$ cat config.mk
export PLATFORM = sky130hd
export DESIGN_NAME = hazard_scoreboard
export DESIGN_NICKNAME = d
export VERILOG_FILES = /design/src/rtl/hazard_scoreboard.sv
export SDC_FILE = /design/constraint.sdc
export NUM_CORES = 1
export LEC_CHECK = 0
export CAP_MARGIN = 20
export CELL_PAD_IN_SITES_DETAIL_PLACEMENT = 0
export CELL_PAD_IN_SITES_GLOBAL_PLACEMENT = 1
export CORE_ASPECT_RATIO = 0.5
export CORE_MARGIN = 3
export CORE_UTILIZATION = 45
export CTS_CLUSTER_DIAMETER = 50
export DETAILED_ROUTE_END_ITERATION = 7
export DONT_BUFFER_PORTS = 1
export PLACE_DENSITY = 0.75
export SYNTH_ARGS = -nofsm -noshare
export SYNTH_HDL_FRONTEND = slang
export SYNTH_SLANG_ARGS = --single-unit
$ cat constraint.sdc
create_clock -name clk -period 3.2 [get_ports clk]
set_clock_uncertainty 0.1 [all_clocks]
set_input_delay 0.8 -clock clk [delete_from_list [all_inputs] [get_ports clk]]
set_output_delay 0.8 -clock clk [all_outputs]
set_load 0.05 [all_outputs]
$ cat src/rtl/hazard_scoreboard.sv
// Decode-stage RAW hazard scoreboard: shift register of in-flight destinations mirroring the pipeline.
// stall_out is combinational (0-cycle); enable_in low freezes all state, flush_in clears the youngest slots.
module hazard_scoreboard #(
  parameter int DEPTH       = 3,
  parameter int FLUSH_DEPTH = 2,
  parameter bit FWD_EN      = 1'b0,
  parameter int LOAD_SHADOW = 1,
  parameter int CNT_W       = 16
) (
  input  logic             clk,
  input  logic             rst,
  input  logic             enable_in,
  input  logic             flush_in,
  input  logic             id_valid_in,
  input  logic [3:0]       id_rd_a_in,
  input  logic [3:0]       id_rd_b_in,
  input  logic [3:0]       id_sr_rd_in,
  input  logic             id_dst_en_in,
  input  logic             id_dst_sr_in,
  input  logic [3:0]       id_dst_in,
  input  logic             id_dst_load_in,
  output logic             stall_out,
  output logic [15:0]      pending_gp_out,
  output logic [15:0]      pending_sr_out,
  output logic [CNT_W-1:0] stall_cnt_out
);

  typedef struct packed {
    logic       vld;
    logic       sr;
    logic       load;
    logic [3:0] addr;
  } entry_t;

  entry_t           ent_q [DEPTH];
  entry_t           ent_d [DEPTH];
  logic [CNT_W-1:0] cnt_q, cnt_d;
  logic             hit;
  logic             issue;

  always_comb begin
    hit = 1'b0;
    for (int k = 0; k < DEPTH; k++) begin
      logic m;
      m = 1'b0;
      if (ent_q[k].vld && ent_q[k].addr != 4'd0) begin
        if (!ent_q[k].sr)
          m = (id_rd_a_in != 4'd0 && id_rd_a_in == ent_q[k].addr) ||
              (id_rd_b_in != 4'd0 && id_rd_b_in == ent_q[k].addr);
        else
          m = (id_sr_rd_in != 4'd0 && id_sr_rd_in == ent_q[k].addr);
      end
      // With forwarding only a load still inside its shadow cannot be bypassed.
      if (!FWD_EN)
        hit = hit | m;
      else if (ent_q[k].load && k < LOAD_SHADOW)
        hit = hit | m;
    end
  end

  assign stall_out = rst & id_valid_in & ~flush_in & hit;
  assign issue     = enable_in & id_valid_in & id_dst_en_in & ~stall_out & ~flush_in &
                     (id_dst_in != 4'd0);

  always_comb begin
    for (int k = 0; k < DEPTH; k++) ent_d[k] = ent_q[k];
    if (enable_in) begin
      for (int k = 1; k < DEPTH; k++) ent_d[k] = ent_q[k-1];
      ent_d[0] = issue ? {1'b1, id_dst_sr_in, id_dst_load_in, id_dst_in} : '0;
    end
    if (flush_in) begin
      for (int k = 0; k < FLUSH_DEPTH; k++) ent_d[k].vld = 1'b0;
    end
  end

  always_comb begin
    cnt_d = cnt_q;
    if (enable_in && stall_out && cnt_q != {CNT_W{1'b1}})
      cnt_d = cnt_q + CNT_W'(1);
  end

  always_ff @(posedge clk or negedge rst) begin
    if (!rst) begin
      for (int k = 0; k < DEPTH; k++) ent_q[k] <= '0;
      cnt_q <= '0;
    end else begin
      for (int k = 0; k < DEPTH; k++) ent_q[k] <= ent_d[k];
      cnt_q <= cnt_d;
    end
  end

  always_comb begin
    pending_gp_out = 16'h0000;
    pending_sr_out = 16'h0000;
    for (int k = 0; k < DEPTH; k++) begin
      if (ent_q[k].vld) begin
        if (ent_q[k].sr) pending_sr_out[ent_q[k].addr] = 1'b1;
        else             pending_gp_out[ent_q[k].addr] = 1'b1;
      end
    end
    pending_gp_out[0] = 1'b0;
    pending_sr_out[0] = 1'b0;
  end

  assign stall_cnt_out = cnt_q;

endmodule

==> results.txt <==
status = complete, no violations
final instance area = 3094 sq um
crit-path max cell delay = 570 ps
critical path fanouts, max = 13
post-synthesis async set-or-reset flop share = 1.000
final RePlAce weighted congestion = 0.8236
initial antenna violation count = 0
pre-CTS setup slack = 207.8 ps
root buf cell = clkbuf_16
synthesis-stage register bit count = 34
post-synthesis mux area share = 0.05816
Least-Margin Pin Slew = 622.3 ps
vias per inst = 6.070
Post-route DRC = 0
ant diodes = 0
Yosys warning total = 0
worst hold path class = in -> async
post-CTS setup buffers = 0
top_reg_cell synth = dfrtp_1
sequential cell area = 853.3 sq um
Sink Count = 34
Core Footprint = 5824 sq um
Post-DP Area = 2944 sq um
clock transition at the registers of the reported paths = 50 ps
Static Leak = 1.454 nW
Slew HR = 0.5836
Congestion Overflow GR = 0
post-synth top area cell = dfrtp_1
FILL cells = 551
clk buf depth = 2
Port Buf Inserts = 0
Critical Path Start Type = flip-flop
Post-Syn Area = 2883 sq um
EDFF count, synth = 0
Die ar. = 7461 sq um
final core occ = 0.5313
Synth area leaders = dfrtp_1 (30%), nand2_1 (9.1%), xnor2_1 (7.0%), xor2_1 (6.7%), a22oi_1 (6.5%)
DP HPWL = 5887 um
Starting DRT DRC Count = 263
Cell Pwr Density = 343.5 nW/um^2
I/O pins = 73
setup TNS = 0 ps
Max H-tree Level = 2
R2R Setup Slk = 400 ps
cell with the most instances after synthesis = nand2_1
Post-Synth Simple-Gate Area = 0.2921
worst path bufs/invs = 0
min Tclk post-route = 3116 ps
synthesized netlist cell count = 351
clk_lat worst skew = 280 ps
crit end category = output port
Seq/Total Area, Yosys = 0.2951
Post-synth top cells = nand2_1 (70), dfrtp_1 (34), a22oi_1 (25)
Setup violations, final = 0
largest net degree at the start of global routing = 36
FP Rows = 19
highest-delay cell along the critical path = dfrtp_1
synth-to-layout area growth = 7.335%
peak supply drop = 0.3238 mV
nets@finish = 368
vias in the first global route = 2571
synthesized area per cell = 8.213 sq um
Power, Total = 1.063 mW
first-pass GRT wire length = 13420 um
Inserted Clock Buffers = 5
worst-path cell chain = xor2_1 > or4_1 > a21oi_2 > o311ai_4 > nand3_2
max cap viols = 0
Cell variety after synth = 54
Max Freq = 0.3209 GHz
DR pass1 iterations = 5
Post-DRT Antenna Nets = 0
Synth Area in XOR/XNOR = 0.1367
Die Height = 62.60 um
Routed WL per cell = 19.49 um
max-slew violation count = 0
Period Utilization, post-route = 0.9739
final worst slack = 83.63 ps
Die W = 119.2 um
Hold Fails Final Rpt = 0
Synth top area share = 0.2951
Starting Density = 0.4950
Via Count = 2598
main combinational cell family by area after synthesis = simple AND/OR/NAND/NOR gates
unrepaired setup endpoints after global routing = false
Worst Path Required = 2300 ps
layout cell share with drive strength beyond 1 = 0.1221
Compound-Gate Fraction of Synth Area = 0.1554
Multi-input gate area = 1872 sq um
WS Path Type = reg -> out
Synth Area in Adders = 0.004340
delay-heaviest family, CP = simple AND/OR/NAND/NOR gates
Worst Path Arrival = 2220 ps
GRT Total Usage = 0.2201
overall routed net length = 8340 um
CTS tree = done
-- state kept, by name, indices dropped and copies added (netlist names) --
signal	cells
stall_cnt_out	16
ent_q	18
-- final cells by class --
cell class	instances	area share
multi-input combinational	284	0.6049
sequential	34	0.2758
clock buffer	7	0.04610
tap	84	0.03397
timing repair buffer	13	0.03154
inverter	5	0.006066
clock inverter	1	0.001617
-- report_power, final --
| part | switching, mW | leakage, nW | internal (mW) |
|---|---|---|---|
| clock | 0.172 | 0.0739 | 0.308 |
| sequential | 0.0357 | 0.468 | 0.440 |
| combinational | 0.0537 | 0.913 | 0.0527 |
-- logic make-up after synthesis --
family	Yosys count
xor gates and xnor gates	45
other	1
buffers and inverters	34
and+or+nand+nor	169
adders and majority gates	1
muxes	15
DFF	34
AOI/OAI and AO/OA	52
-- placed cells by master (no fill, tap or decap), drive strengths merged, types with 10 or more instances in the layout --
master | synthesis | final
nand2 | 70 | 70
a22oi | 25 | 25
xnor2 | 23 | 23
buf | 14 | 13
xor2 | 22 | 22
mux2 | 14 | 14
dfrtp | 34 | 34
nor2 | 20 | 20
and3 | 10 | 10
nand3 | 15 | 15
nor3 | 13 | 13
-- layer usage --
layer | routed length [um] | global-route usage | up-vias
met3 | 789 | 0.05967 | 10
li1 | - | - | 1224
met5 | 0 | 0 | -
met2 | 3809 | 0.3633 | 128
met1 | 3657 | 0.2913 | 1236
met4 | 83 | 0.04329 | 0
-- metrics by stage --
step / hold slack (ps) / instances
2_1_floorplan: 394.7 / 352
3_5_place_dp: 405.2 / 420
6_report: 118.0 / 428
4_1_cts: 109.0 / 428
5_1_grt: 108.4 / 428
3_3_place_gp: 405.2 / 420
-- repair_timing --
item / CTS / global route
endpoints found under the setup margin: 0 / 1
gates resized for setup: 0 / 2
hold buffers: 0 / 0
hold endpoints to repair: 0 / 0
-- worst reg2reg max path: stages (launching register included) --
cell	delay (ps)
dfrtp_1	570
nor3_1	250
o21ai_0	120
a22o_1	270
a31oi_2	300
nand3_2	380
buf_4	300
nand3_1	70
mux2_1	320
-- worst paths after layout --
check / depth (start not counted) / end / start
max reg2reg: 8 / stall_cnt_out[14]$_DFFE_PN0P_ / ent_q[17]$_DFFE_PN0P_
min reg2reg: 1 / ent_q[20]$_DFFE_PN0P_ / ent_q[20]$_DFFE_PN0P_
min in group clk: 1 / ent_q[20]$_DFFE_PN0P_ / ent_q[20]$_DFFE_PN0P_
min: 0 / ent_q[7]$_DFFE_PN0P_ / rst
max: 5 / stall_out / ent_q[10]$_DFFE_PN0P_
max in group asynchronous: 0 / ent_q[9]$_DFFE_PN0P_ / rst
Note: power is estimated with default switching activity, not from simulation.
